**src/rtl/cam_pkg.sv**
```systemverilog
// cam_pkg: shared types and default geometry for the OV7670 capture path
package cam_pkg;
   typedef enum logic [1:0] {S_WAIT_CFG, S_SYNC, S_ARMED, S_CAPTURE} cap_state_t;
   typedef struct packed {
      logic [4:0] r;
      logic [5:0] g;
      logic [4:0] b;
   } rgb565_t;
   localparam int CAM_H_ACTIVE = 640;
   localparam int CAM_V_ACTIVE = 480;
endpackage

```
**src/rtl/cdc_sync.sv**
```systemverilog
// cdc_sync: N-flop synchronizer for a W-bit bundle of asynchronous inputs
module cdc_sync #(
   parameter int W = 1,
   parameter int N = 2
) (
   input  logic         clk_i,
   input  logic         rst_ni,
   input  logic [W-1:0] d_i,
   output logic [W-1:0] q_o
);
   logic [N-1:0][W-1:0] sync_q;
   // shift the raw input through N flops
   always_ff @(posedge clk_i or negedge rst_ni)
      if (!rst_ni) sync_q <= '0;
      else sync_q <= {sync_q[N-2:0], d_i};
   assign q_o = sync_q[N-1];
endmodule

```
**src/rtl/ov7670_capture.sv**
```systemverilog
// ov7670_capture: aligns to OV7670 frame timing and emits addressed RGB565 pixels
module ov7670_capture
   import cam_pkg::*;
#(
   parameter int H_ACTIVE = CAM_H_ACTIVE,
   parameter int V_ACTIVE = CAM_V_ACTIVE,
   parameter int ADDR_W   = 19
) (
   input  logic              xclk,
   input  logic              reset_n,
   input  logic              cfg_done,
   input  logic              cam_pclk,
   input  logic              cam_vsync,
   input  logic              cam_href,
   input  logic [7:0]        cam_d,
   output logic              pix_valid,
   output logic [15:0]       pix_data,
   output logic [ADDR_W-1:0] pix_addr,
   output logic              frame_start,
   output logic              frame_done,
   output logic              frame_err
);
   localparam int CW = $clog2(H_ACTIVE + 1);
   localparam int RW = $clog2(V_ACTIVE + 1);
   localparam logic [CW-1:0]     COL_MAX   = CW'(H_ACTIVE);
   localparam logic [RW-1:0]     ROW_MAX   = RW'(V_ACTIVE);
   localparam logic [ADDR_W-1:0] H_STEP    = ADDR_W'(H_ACTIVE);
   localparam logic [ADDR_W:0]   FRAME_PIX = (ADDR_W + 1)'(H_ACTIVE * V_ACTIVE);

   logic [2:0] ctrl_s;
   logic [7:0] d_s;
   logic pclk_s, vsync_s, href_s;
   logic pclk_h_q, vsync_h_q, href_h_q;
   logic pclk_rise, vs_rise, vs_fall, href_fall;
   cap_state_t state_q, state_d;
   logic start_go, done_go, cap_en, emit;
   logic [CW-1:0] col_q, col_d;
   logic [RW-1:0] row_q, row_d;
   logic phase_q, phase_d, ovf_q, ovf_d;
   logic [7:0] hi_q, hi_d;
   logic [ADDR_W:0] cnt_q, cnt_d;
   logic [ADDR_W-1:0] addr_q, addr_d, base_q, base_d, pix_addr_q;
   rgb565_t pix_data_q;
   logic pix_valid_q, frame_start_q, frame_done_q, frame_err_q;

   cdc_sync #(.W(3)) u_ctrl_sync (
      .clk_i(xclk), .rst_ni(reset_n), .d_i({cam_pclk, cam_vsync, cam_href}), .q_o(ctrl_s)
   );
   cdc_sync #(.W(8)) u_data_sync (
      .clk_i(xclk), .rst_ni(reset_n), .d_i(cam_d), .q_o(d_s)
   );
   assign {pclk_s, vsync_s, href_s} = ctrl_s;

   // one-cycle history of the synced controls for edge detection
   always_ff @(posedge xclk or negedge reset_n)
      if (!reset_n) {pclk_h_q, vsync_h_q, href_h_q} <= '0;
      else {pclk_h_q, vsync_h_q, href_h_q} <= ctrl_s;

   assign pclk_rise = pclk_s & ~pclk_h_q;
   assign vs_rise   = vsync_s & ~vsync_h_q;
   assign vs_fall   = ~vsync_s & vsync_h_q;
   assign href_fall = ~href_s & href_h_q;

   // capture state register
   always_ff @(posedge xclk or negedge reset_n)
      if (!reset_n) state_q <= S_WAIT_CFG;
      else state_q <= state_d;

   // capture state transitions
   always_comb begin
      state_d = state_q;
      case (state_q)
         S_WAIT_CFG: if (cfg_done) state_d = S_SYNC;
         S_SYNC:     if (vsync_s) state_d = S_ARMED;
         S_ARMED:    if (vs_fall) state_d = S_CAPTURE;
         S_CAPTURE:  if (vs_rise) state_d = S_ARMED;
         default:    state_d = S_WAIT_CFG;
      endcase
   end

   // per-state action decode
   always_comb begin
      start_go = (state_q == S_ARMED) && vs_fall;
      done_go  = (state_q == S_CAPTURE) && vs_rise;
      cap_en   = (state_q == S_CAPTURE) && !vs_rise;
   end

   // pixel assembly, position tracking and running address
   always_comb begin
      col_d   = col_q;
      row_d   = row_q;
      phase_d = phase_q;
      hi_d    = hi_q;
      cnt_d   = cnt_q;
      addr_d  = addr_q;
      base_d  = base_q;
      ovf_d   = ovf_q;
      emit    = 1'b0;
      if (start_go) begin
         col_d   = '0;
         row_d   = '0;
         phase_d = 1'b0;
         cnt_d   = '0;
         addr_d  = '0;
         base_d  = '0;
         ovf_d   = 1'b0;
      end else if (cap_en && href_fall) begin
         phase_d = 1'b0;
         col_d   = '0;
         if (col_q != '0 && row_q != ROW_MAX) begin
            row_d  = row_q + 1'b1;
            base_d = base_q + H_STEP;
            addr_d = base_q + H_STEP;
         end
      end else if (cap_en && pclk_rise && href_s) begin
         phase_d = ~phase_q;
         if (!phase_q) hi_d = d_s;
         else begin
            emit  = (col_q != COL_MAX) && (row_q != ROW_MAX);
            ovf_d = ovf_q | ~emit;
            cnt_d = emit ? cnt_q + 1'b1 : cnt_q;
            addr_d = emit ? addr_q + 1'b1 : addr_q;
            col_d = (col_q != COL_MAX) ? col_q + 1'b1 : col_q;
         end
      end
   end

   // datapath state and registered outputs
   always_ff @(posedge xclk or negedge reset_n)
      if (!reset_n) begin
         col_q         <= '0;
         row_q         <= '0;
         phase_q       <= 1'b0;
         hi_q          <= '0;
         cnt_q         <= '0;
         addr_q        <= '0;
         base_q        <= '0;
         ovf_q         <= 1'b0;
         pix_valid_q   <= 1'b0;
         pix_data_q    <= '0;
         pix_addr_q    <= '0;
         frame_start_q <= 1'b0;
         frame_done_q  <= 1'b0;
         frame_err_q   <= 1'b0;
      end else begin
         col_q         <= col_d;
         row_q         <= row_d;
         phase_q       <= phase_d;
         hi_q          <= hi_d;
         cnt_q         <= cnt_d;
         addr_q        <= addr_d;
         base_q        <= base_d;
         ovf_q         <= ovf_d;
         pix_valid_q   <= emit;
         pix_data_q    <= emit ? rgb565_t'({hi_q, d_s}) : pix_data_q;
         pix_addr_q    <= emit ? addr_q : pix_addr_q;
         frame_start_q <= start_go;
         frame_done_q  <= done_go;
         frame_err_q   <= done_go && (ovf_q || cnt_q != FRAME_PIX);
      end

   assign pix_valid   = pix_valid_q;
   assign pix_data    = pix_data_q;
   assign pix_addr    = pix_addr_q;
   assign frame_start = frame_start_q;
   assign frame_done  = frame_done_q;
   assign frame_err   = frame_err_q;
endmodule

```
**config.mk**
```make
export PLATFORM = sky130hd
export DESIGN_NAME = ov7670_capture
export DESIGN_NICKNAME = d
export VERILOG_FILES = /design/src/rtl/cam_pkg.sv /design/src/rtl/cdc_sync.sv /design/src/rtl/ov7670_capture.sv
export SDC_FILE = /design/constraint.sdc
export NUM_CORES = 1
export LEC_CHECK = 0
export CAP_MARGIN = 20
export CORE_UTILIZATION = 30
export CTS_BUF_LIST = sky130_fd_sc_hd__clkbuf_4
export CTS_CLUSTER_DIAMETER = 40
export CTS_CLUSTER_SIZE = 28
export DETAILED_ROUTE_END_ITERATION = 10
export SYNTH_ARGS = -nofsm -noshare
export SYNTH_HDL_FRONTEND = slang
export SYNTH_SLANG_ARGS = --single-unit
```
**constraint.sdc**
```tcl
create_clock -name xclk -period 3 [get_ports xclk]
set_clock_uncertainty 0.05 [all_clocks]
set_input_delay 0.75 -clock xclk [delete_from_list [all_inputs] [get_ports xclk]]
set_output_delay 0.75 -clock xclk [all_outputs]
set_load 0.02 [all_outputs]
```
# [Yosys cells after proc, flatten, opt, wreduce, memory -nomap -nowiden]
# Index checks and enable logic that the tools add are counted.
[totals] register_bits=153 input_bits=14 out_inout_bits=39 wordCells=120
[classes] add_sub_neg=5 eq_ne=12 mux=37 n_bitwise=13 n_reduce_logical=29
[op_table] operator="$mux W19" n=8
[op_table] operator="$mux W20" n=5
[op_table] operator="$mux W10" n=5
[op_table] operator="$mux W9" n=3
[op_table] operator="$add A20 B1 Y20 const B" n=1
[op_table] operator="$ne A20 B19 Y1 const B" n=1
[op_table] operator="$add A19 B1 Y19 const B" n=1
[op_table] operator="$add A19 B10 Y19 const B" n=1
[op_table] operator="$reduce_and A4 Y1" n=4
[op_table] operator="$reduce_bool A3 Y1" n=4
[op_table] operator="$mux W1" n=11
[op_table] operator="$add A10 B1 Y10 const B" n=1
[op_table] operator="$ne A10 B10 Y1 const B" n=1
[op_table] operator="$reduce_bool A10 Y1" n=1
[op_table] operator="$reduce_bool A2 Y1" n=5
[op_table] operator="$add A9 B1 Y9 const B" n=1
[op_table] operator="$logic_and A1 B1 Y1" n=9
[op_table] operator="$ne A9 B9 Y1 const B" n=1
[op_table] operator="$mux W2" n=4
[op_table] operator="$ne A2 B2 Y1 const B" n=4
[op_table] operator="$not A1 Y1" n=8
[op_table] operator="$pmux W2 S4" n=1
[op_table] operator="$reduce_and A3 Y1" n=2
[op_table] operator="$and A1 B1 Y1" n=4
[op_table] operator="other kinds (9)" n=10

# [Logic depth before layout (Yosys ltp)]
[logic_depth] depth_word=9 depth_mapped=10 mapped_depth_nobuf=7

# [Modules after synthesis]
# From an unflattened synthesis, not the netlist that was laid out.
[hier_totals] hier_cells=692 area_unflattened_um2=6718.9
[modules_own_cells] module="ov7670_capture" instances=1 cells_per_inst=659 area_each_um2=6085.8 seq_area_each_um2=3103.0
[modules_own_cells] module="cdc_sync (u_data_sync)" instances=1 cells_per_inst=24 area_each_um2=460.4 seq_area_each_um2=400.4
[modules_own_cells] module="cdc_sync (u_ctrl_sync)" instances=1 cells_per_inst=9 area_each_um2=172.7 seq_area_each_um2=150.1

# [Worst setup path after synthesis]
# No wires, ideal clock.
[synth_timing] path_kind="flip-flop to flip-flop" start="register row_q[0]" end="register pix_addr_q[0], in the netlist pix_addr[0]" t_arrival_ns=2.024 required_time_ns=2.822 setup_slack_ns=0.798 path_stages_with_launch=10 path_cell_list="dfrtp_1 > inv_1 > ha_1 > nor3b_1 > nand4_1 > buf_2 > nand3_1 > buf_2 > buf_4 > mux2_1"
[synth_between] elab_chain_len=6
[synth_rtl] item="start, declared" line_no="ov7670_capture.sv:38" rtl="logic [RW-1:0] row_q, row_d;"
[synth_rtl] item="start signal, assigned" line_no="ov7670_capture.sv:147" rtl="row_q <= row_d;"
[synth_rtl] item="$ne A9 B9 Y1" line_no="ov7670_capture.sv:119" rtl="emit = (col_q != COL_MAX) && (row_q != ROW_MAX);"
[synth_rtl] item="$logic_and A1 B1 Y1" line_no="ov7670_capture.sv:119"
[synth_rtl] item="$mux W1" line_no="ov7670_capture.sv:117" rtl="if (!phase_q) hi_d = d_s;"
[synth_rtl] item="$mux W1" line_no="ov7670_capture.sv:115" rtl="end else if (cap_en && pclk_rise && href_s) begin"
[synth_rtl] item="$mux W1" line_no="ov7670_capture.sv:107" rtl="end else if (cap_en && href_fall) begin"
[synth_rtl] item="$mux W1" line_no="ov7670_capture.sv:99" rtl="if (start_go) begin"
[synth_rtl] item="end signal, assigned" line_no="ov7670_capture.sv:156" rtl="pix_addr_q <= emit ? addr_q : pix_addr_q;"
[synth_rtl] item="end, declared" line_no="ov7670_capture.sv:42" rtl="logic [ADDR_W-1:0] addr_q, addr_d, base_q, base_d, pix_addr_q;"
# No other way between the ends.
# A chain may end at the register's enable or synchronous reset.

# [Worst setup path after layout]
[layout_timing] start="register row_q[1]" end="register addr_q[16]"
[layout_between] elab_chain_len=4
[layout_rtl] item="$ne A9 B9 Y1 *" line_no="ov7670_capture.sv:110, ov7670_capture.sv:119"
[layout_rtl] item="$logic_and A1 B1 Y1 (on tied branches)" line_no="ov7670_capture.sv:110, ov7670_capture.sv:119"
[layout_rtl] item="$ne A3 B2 Y1 (no source line) / $reduce_bool A3 Y1 (equally long branches)"
[layout_rtl] item="$reduce_and A4 Y1 (no source line) *"
[layout_rtl] item="end signal, assigned" line_no="ov7670_capture.sv:151" rtl="addr_q <= addr_d;"
[layout_rtl] item="end, declared" line_no="ov7670_capture.sv:42"
# Mark *: on every way between the ends. The rest lies on a longest branch, timed or not.

==> reports/results.tsv <==
metric	value	unit
clk root buf	clkbuf_4	
total wire length	14.8	mm
largest net degree at the start of global routing	100	
Slew Viols, Final	0	
IO buf count	52	
Die W	152	µm
CP required	3390	ps
Starting DRT DRC Count	234	
DR WL/cell	15.2	µm
pwr dens	502	nW/µm²
fin nets	701	
Overall Global Routing Usage	13.5	%
number of global-route vias before repair	4887	
PnR worst setup slack	465	ps
worst path cell trace	inv_1 > ha_1 > nor3b_1 > nand4_1 > a21oi_2 > buf_4 > a21oi_1 > a221o_1	
Post-route DRC	0	
Die Y	152	µm
status	finished clean	
Seq/Total Area, Yosys	54.0	%
RSZ-0062 raised after global routing	false	
critical path peak fanout	8	
GRT Residual Overflow	0	
antenna viol nets, final	0	
startpoint type of the worst setup path	flip-flop	
Slew HR	39.5	%
post-synthesis net count	637	
Skew-Pair Late Insertion Delay	560	ps
Leakage	3.33	nW
Max Cap Viol	0	
Post-Syn Area	6770	µm²
Area Growth Syn to Fin	17.6	%
Crit path arrival time	2930	ps
RePlAce Congestion	0.801	
Least-Margin Pin Slew	904	ps
Setup WS pre-CTS	523	ps
routed via count	4984	
Finish-stage setup viols	0	
number of synthesized flops with an enable pin	0	
YS warnings	0	
hpwl dp	10.1	mm
I/O pin cnt	53	
Final Hold Viols	0	
Period minus WS final	2540	ps
initial antenna violation count	1	
first-pass GRT wire length	25.2	mm
Mapped Cells	615	
starting density of the core	30.8	%
Reg clk slew, reported paths	120	ps
setup TNS	0	ps
synth unique cells	66	
Tot Pwr	4.00	mW
die area	23200	µm²
CTS buffer count	17	
synthesis-stage register bit count	146	
Post-CTS Setup Bufs	0	
Max Clk Rate	394	MHz
post-DR vias/cell	5.12	
Largest stage delay, worst path	440	ps
syn_area_per_cell	11.0	µm²
critical path class	flip-flop to flip-flop	
CORE AREA	22000	µm²
peak supply drop	0.000409	V
Tcrit/Tclk final	84.5	%
crit path capture type	flip-flop	
Worst path slowest cell	dfrtp_1	
H-tree levels	4	
CTS max path bufs	2	
Top FF cell, synth	dfrtp_1	
DR pass1 iterations	5	
CTS tree	built	
fraction of registers with async set/reset	100	%
Min-Delay Path Class	flip-flop to flip-flop	
ratio of cells with drive above 1 in the final layout	11.4	%
site row count	54	
Clock Sinks	146	
-- cells in the mapped netlist, drive strengths merged (12+ instances only) --
| master | number | area [µm²] |
|---|---|---|
| dfrtp | 146 | 3650 |
| nor3 | 12 | 65.1 |
| o31ai | 21 | 176 |
| nor4 | 15 | 106 |
| nand3 | 31 | 168 |
| o21ai | 34 | 170 |
| nand2 | 40 | 153 |
| clkbuf | 12 | 45.0 |
| nand4 | 21 | 131 |
| inv | 16 | 60.1 |
| buf | 16 | 96.4 |
| nor2 | 41 | 154 |
| mux2 | 42 | 473 |
| a21oi | 25 | 129 |
| xnor2 | 16 | 140 |
-- metrics by stage --
stage                     hold WS (ps)  cells  util, %  cell area, µm²
final                              313    973     36.3            7960
after global routing               319    973     36.3            7960
after CTS                          314    972     36.2            7960
after detailed placement           285    939     35.0            7680
after global placement             281    939     35.0            7680
after floorplan                    281    615        -            6770
-- report_power, final --
group	internal, mW	switching (mW)	leakage (nW)
Combinational	0.274	0.313	1.26
Sequential	2.12	0.107	1.93
Clock	0.441	0.740	0.138
-- area by class of cell --
cell class	count	area, µm²
Antenna cell	1	2.50
Clock buffer	19	143
Clock inverter	13	126
Fill cell	2201	14000
Inverter	16	60.1
Multi-Input combinational cell	425	2920
Sequential cell	146	3650
Tap cell	280	350
Timing Repair Buffer	73	707
-- final timing paths --
path                                             from            endpoint  slack, ps  depth (start not counted)
worst min register to register  u_data_sync.sync_q[2]  u_data_sync.q_o[2]        310                          0
worst max-delay path                         row_q[1]          addr_q[16]        460                          8
worst min-delay path            u_data_sync.sync_q[2]  u_data_sync.q_o[2]        310                          0
worst max register to register               row_q[1]          addr_q[16]        460                          8
min in group asynchronous                     reset_n            cnt_q[1]        550                          2
max in group asynchronous                     reset_n          addr_q[10]       1560                          3
-- layer usage --
metal / GRT usage (%) / wire length, µm
met5: 0 / 0
met4: 5.54 / 245
met3: 2.36 / 450
met2: 21.0 / 6840
met1: 18.6 / 7260
-- critical path: cells and delay by family (launching register included) --
family,cells,cell delay (ps)
and+or+nand+nor,2,630
buffers and inverters,2,290
AOI/OAI and AO/OA,3,870
DFF,1,440
adders and majority gates,1,140
-- sequential cells by signal (all words and copies together), names as in the netlist --
signal and flops:
state_q 2, pix_valid 1, frame_err 1, phase_q 1, hi_q 8, pix_addr 19
pclk_h_q 1, cnt_q 20, frame_done 1, row_q 9, addr_q 19, vsync_h_q 1
u_data_sync.sync_q 8, base_q 12, u_data_sync.q_o 8, frame_start 1, ovf_q 1, href_h_q 1
col_q 10, u_ctrl_sync.sync_q 3, u_ctrl_sync.q_o 3, pix_data 16
-- placed cells by master (no fill, tap or decap), types with 21 or more instances in the layout --
cell             count
mux2_1              33
o21ai_0             25
dfrtp_1            146
nand2_1             39
nor2_1              41
a21oi_1             24
nand4_1             21
clkdlybuf4s50_1     51
nand3_1             29
-- timing repair --
item	4_1_cts	5_1_grt
hold buffers	1	0
resized for setup	0	0
setup endpoints to repair	0	0
hold endpoints to repair	17	0
-- cell families (layout without fill, tap and decap cells) --
| kind of cell | count (synthesis) | count (layout) | synth area share [%] |
|---|---|---|---|
| AND/OR/NAND/NOR | 221 | 221 | 18.1 |
| flip-flops | 146 | 146 | 54.0 |
| AO/OA/AOI/OAI | 126 | 126 | 12.8 |
| multiplexers | 44 | 44 | 7.28 |
| buffers and inverters | 44 | 121 | 2.98 |
| XOR/XNOR | 26 | 26 | 3.36 |
| adder cells (fa/ha/maj) | 8 | 8 | 1.48 |
| other | 0 | 1 | 0 |
(Power assumes the default switching activity.)
==> variant 1 (same flow settings) <==
Encoding of `cap_state_t`: now one-hot (4 bits for 4 states).
--- a/src/rtl/cam_pkg.sv
+++ b/src/rtl/cam_pkg.sv
@@ -1,5 +1,5 @@
 // cam_pkg: shared types and default geometry for the OV7670 capture path
 package cam_pkg;
-   typedef enum logic [1:0] {S_WAIT_CFG, S_SYNC, S_ARMED, S_CAPTURE} cap_state_t;
+   typedef enum logic [3:0] {S_WAIT_CFG = 4'b0001, S_SYNC = 4'b0010, S_ARMED = 4'b0100, S_CAPTURE = 4'b1000} cap_state_t;
    typedef struct packed {
       logic [4:0] r;
Formal check against the unedited RTL: same outputs for any inputs over 10 cycles, from zero or initial values and one cycle with reset_n low; not proved beyond that.
==> variant 1 against the original RTL <==
  * Final area grew 1.9%
  * Synthesized area up 1.4%
  * Sequential cell count is 2 higher
  * Non-clock buffer count grew 3
  * Wire length grew 5.9%
  * Critical path type unchanged
  * Fmax decreased by 10%
  * Worst hold slack got worse by 0.17 ns
  * Setup slack got worse by 0.28 ns
Power is not compared: it rests on default switching activity, and its combinational part moved more than twofold at a synthesized area within 25%.
==> variant 1: results (changes against the original RTL) <==
| Metric | Value |
|---|---|
| Status | completed (unchanged) |
| WL met1 | 7.738 mm (was 7.255 mm) |
| Clock-pin slew on the worst setup and hold paths | 0.13 ns |
| Maximum vdd drop | 0.2251 mV |
| Drt total wl | 15.66 mm (was 14.79 mm) |
| Top Metal Used | met4 (unchanged) |
| Yosys warns | 0 (unchanged) |
| DRT antenna net count | 0 (unchanged) |
| Reg-to-Reg End | base_q[12] (was addr_q[16]) |
| Pre-CTS setup slack | 0.2452 ns (was 0.5228 ns) |
| Port bufs | 52 (unchanged) |
| First-pass GRT wire length | 26.54 mm (was 25.21 mm) |
| DR iter-0 viols | 348 (was 234) |
| Register area share after synthesis | 54.00% (was 53.98%) |
| Reg2reg path depth | 7 (was 8) |
| DR vias | 5436 (was 4984) |
| Mapped Cells | 712 (was 615) |
| HPWL after DPL | 10.74 mm (was 10.09 mm) |
| # nets final | 790 (was 701) |
| Largest Register | cnt_q (unchanged) |
| GRT Total Usage | 13.97% (was 13.52%) |
| Clock Path Buffers | 2 (unchanged) |
| Netlist cell types | 61 (was 66) |
| GPL Wtd Cong | 0.8289 (was 0.8008) |
| Post-synth ARST share | 100.0% (unchanged) |
| Initial antenna violation count | 1 (unchanged) |
| Largest register FFs | 20 (unchanged) |
| R2R Setup Slk | 0.18 ns (was 0.46 ns) |
| Largest net degree at the start of global routing | 67 (was 100) |
| Post-CTS Setup Inserts | 0 (unchanged) |
| CTS Buf Count | 17 (unchanged) |
| Root Buffer | clkbuf_4 (unchanged) |
| Crit path launch | state_q[1] (was row_q[1]) |
| Synth area leaders | dfrtp_1, nand2_1, a21oi_1 (was dfrtp_1, mux2_1, nor2_1) |
| Synth top cells by count | dfrtp_1, nand2_1, nor2_1 (was dfrtp_1, nor2_1, nand2_1) |
| Critical path data arrival time | 3.21 ns (was 2.93 ns) |
| Hold Crit Class | input pin to async pin (was flop to flop) |
| Placed insts | 1029 (was 939) |
| H-tree depth | 4 (unchanged) |
| Syn nets | 734 (was 637) |
| Met3 WL | 558 um (was 450 um) |
| Fillers | 2215 (was 2201) |
| CP max FO | 10 (was 8) |
| Endpoints failing setup | 0 (unchanged) |
| Layout cells sized above 1 | 9.475% (was 11.42%) |
| Post_cts resized | 0 (unchanged) |
| Vias in the first global route | 5189 (was 4887) |
| Metal2 WL | 7.153 mm (was 6.836 mm) |
| Clock latency on the worst-skew pair | 0.55 ns |
| Vias/cell | 5.119 (was 5.122) |
| Headroom to the max-slew limit | 41.32% (was 39.51%) |
-- variant 1: cell count changes in the layout (fill, tap and decap cells not counted), sizes merged, moves of 6 or more --
cell	before	now
o31ai	21	7
a21oi	25	38
or3	9	23
mux2	42	8
and3	9	3
nand2	40	136
inv	20	26
nand3	31	23
-- variant 1: per-layer routing --
metal	GRT usage, %	vias up
met3	2.807	13
met1	19.66	2661
met2	21.61	101
met5	0	-
li1	-	2661
met4	4.185	0
-- variant 1: cell type report --
cell class | instances | area share, %
inverter | 22 | 1.018
tap | 280 | 4.318
sequential | 148 | 45.66
timing repair buffer | 76 | 9.268
clock inverter | 15 | 2.190
multi-input combinational | 503 | 35.94
clock buffer | 17 | 1.573
antenna | 1 | 0.03084
-- variant 1: metrics by stage --
stage          instance area (sq um)  hold slack, ns
3_3_place_gp                    7806          0.2817
6_report                        8114          0.1387
4_1_cts                         8112          0.1176
5_1_grt                         8114          0.1187
2_1_floorplan                   6860          0.2812
3_5_place_dp                    7806          0.2847
-- variant 1: logic make-up after synthesis --
family,count (synthesis),share of synthesized area (%)
buffers and inverters,61,3.575
DFF,148,54.00
xor gates and xnor gates,24,3.064
muxes,11,1.751
AOI/OAI and AO/OA,135,12.42
adders and majority gates,8,1.459
and+or+nand+nor,325,23.73
-- variant 1: how the worst max path moves through the flow --
| stage | endpoint | slack [ns] | depth (start not counted) |
|---|---|---|---|
| 5_1_grt | base_q[11] | 0.05 | 6 |
| 2_1_floorplan | row_q[7] | 0.43 | 7 |
| 3_5_place_dp | base_q[12] | 0.25 | 7 |
| 3_3_place_gp | base_q[17] | 0.22 | 7 |
| 4_1_cts | base_q[12] | 0.21 | 7 |
| 6_report | base_q[12] | 0.18 | 7 |
-- variant 1: power by group --
part / total, mW / leakage, nW / internal (mW) / switching [mW]
logic: 0.134 / 1.33 / 0.0581 / 0.0756
clock network: 1.33 / 0.166 / 0.585 / 0.749
registers: 2.07 / 2.01 / 2.03 / 0.0384
-- variant 1: critical path, stage by stage, from the launching register on --
cell and delay (ns):
dfrtp_1 0.49, or4b_4 0.55, or3_1 0.36, buf_4 0.19, o31ai_1 0.51, buf_4 0.24, o21ai_0 0.08, a22o_1 0.24
==> variant 2 (config.mk and constraints unchanged) <==
Without the edit above. Change the parameter `ADDR_W` from 19 to 17.
--- a/src/rtl/ov7670_capture.sv
+++ b/src/rtl/ov7670_capture.sv
@@ -5,5 +5,5 @@
    parameter int H_ACTIVE = CAM_H_ACTIVE,
    parameter int V_ACTIVE = CAM_V_ACTIVE,
-   parameter int ADDR_W   = 19
+   parameter int ADDR_W   = 17
 ) (
    input  logic              xclk,
Interface: changed (resized pix_addr); port bits go from 53 to 51. The function was not compared with the original's and may differ.
==> variant 2 against the original RTL <==
  * Synthesized area down 7.3%
  * Power down 5.9%
  * Non-clock buffer count down 8
  * Cell count down 1.5%
  * Highest routed layer unchanged
  * Critical path depth unchanged
  * Sequential power down 5%
  * Wire length down 7.0%
  * Clock power down 5%
  * Setup slack worse by 0.020 ns
  * Final area down 7.6%
  * First-iteration DRC count down 1.3%
  * Sequential cell count down 8
==> variant 2: results (changes against the original RTL) <==
| Metric | Value |
|---|---|
| Status | completed (unchanged) |
| Sequential power share | 56.5% (was 55.8%) |
| Post-Synth Adder-Cell Area | 1.595% (was 1.479%) |
| Maximum vdd drop | 0.2021 mV (was 0.4093 mV) |
| Synth top cells by count | dfrtp_1, nand2_1, nand3_1 (was dfrtp_1, nor2_1, nand2_1) |
| GRT Total Usage | 13.66% (was 13.52%) |
| Multiplexer area fraction after synthesis | 2.393% (was 7.284%) |
| DR vias | 4738 (was 4984) |
| Met2 Use GR | 19.88% (was 21.04%) |
| DR iter-0 viols | 231 (was 234) |
| XOR/XNOR Fraction of Synth Area | 2.233% (was 3.365%) |
| Layout cells sized above 1 | 11.19% (was 11.42%) |
| Worst setup path endpoint | addr_q[9] (was addr_q[16]) |
| Leakage power | 3.111 nW (was 3.332 nW) |
| Met3 WL | 712 um (was 450 um) |
| Metal2 WL | 6.172 mm (was 6.836 mm) |
| First-pass GRT wire length | 23.29 mm (was 25.21 mm) |
| CP max FO | 15 (was 8) |
| Register area share after synthesis | 55.03% (was 53.98%) |
| Clock-pin slew on the worst setup and hold paths | 0.14 ns (was 0.12 ns) |
| Compound-gate portion of the synthesized area | 13.78% (was 12.83%) |
| HPWL after DPL | 9.514 mm (was 10.09 mm) |
| Drt total wl | 13.76 mm (was 14.79 mm) |
| Internal power | 2.670 mW (was 2.837 mW) |
| Met1 Use GR | 19.14% (was 18.62%) |
| Netlist cell types | 65 (was 66) |
| Vias in the first global route | 4514 (was 4887) |
| Fillers | 2037 (was 2201) |
| Met3 usage | 4.531% (was 2.361%) |
| Syn nets | 642 (was 637) |
| Headroom to the max-slew limit | 41.92% (was 39.51%) |
| TritonRoute pass-1 iters | 5 (unchanged) |
| Worst path slowest cell | or4_1 (was dfrtp_1) |
| Port bufs | 50 (was 52) |
| Power Total | 3.760 mW (was 3.996 mW) |
| Largest register FFs | 18 (was 20) |
| Hold Crit Class | input pin to async pin (was flop to flop) |
| N_diodes | 0 (was 1) |
| R2R Setup Slk | 0.44 ns (was 0.46 ns) |
| Initial antenna violation count | 0 (was 1) |
| Synth area leaders | dfrtp_1, nand2_1, nand3_1 (was dfrtp_1, mux2_1, nor2_1) |
| Worst path max stage delay | 0.66 ns (was 0.44 ns) |
| Clock latency on the worst-skew pair | 0.54 ns (was 0.56 ns) |
| WL met1 | 6.759 mm (was 7.255 mm) |
| P_clk | 1.12 mW (was 1.18 mW) |
| Root Buffer | clkbuf_4 (unchanged) |
| Pre-CTS setup slack | 0.4903 ns (was 0.5228 ns) |
## variant 2: through the flow
stage / hold WS [ns] / area [sq um] / instances / utilization, %
finish: 0.06886 / 7355 / 958 / 36.11
global route: 0.04213 / 7355 / 958 / 36.11
CTS: 0.04168 / 7355 / 958 / 36.11
detailed placement: 0.2847 / 7094 / 926 / 34.84
global placement: 0.2817 / 7094 / 926 / 34.84
floorplan: 0.2812 / 6275 / 620 / -
## variant 2: worst min path at each step
stage                         endpoint  slack [ns]
detailed placement  u_data_sync.q_o[3]        0.28
floorplan           u_ctrl_sync.q_o[0]        0.28
global route                  cnt_q[8]        0.04
finish                       cnt_q[14]        0.07
CTS                        frame_start        0.04
global placement    u_ctrl_sync.q_o[1]        0.28
## variant 2: layout make-up
cell class	count	area share, %
clock buffer	18	1.837
clock inverter	14	1.701
inverter	24	1.225
multi-input combinational	429	35.17
sequential	138	46.95
tap	270	4.593
timing repair buffer	65	8.523
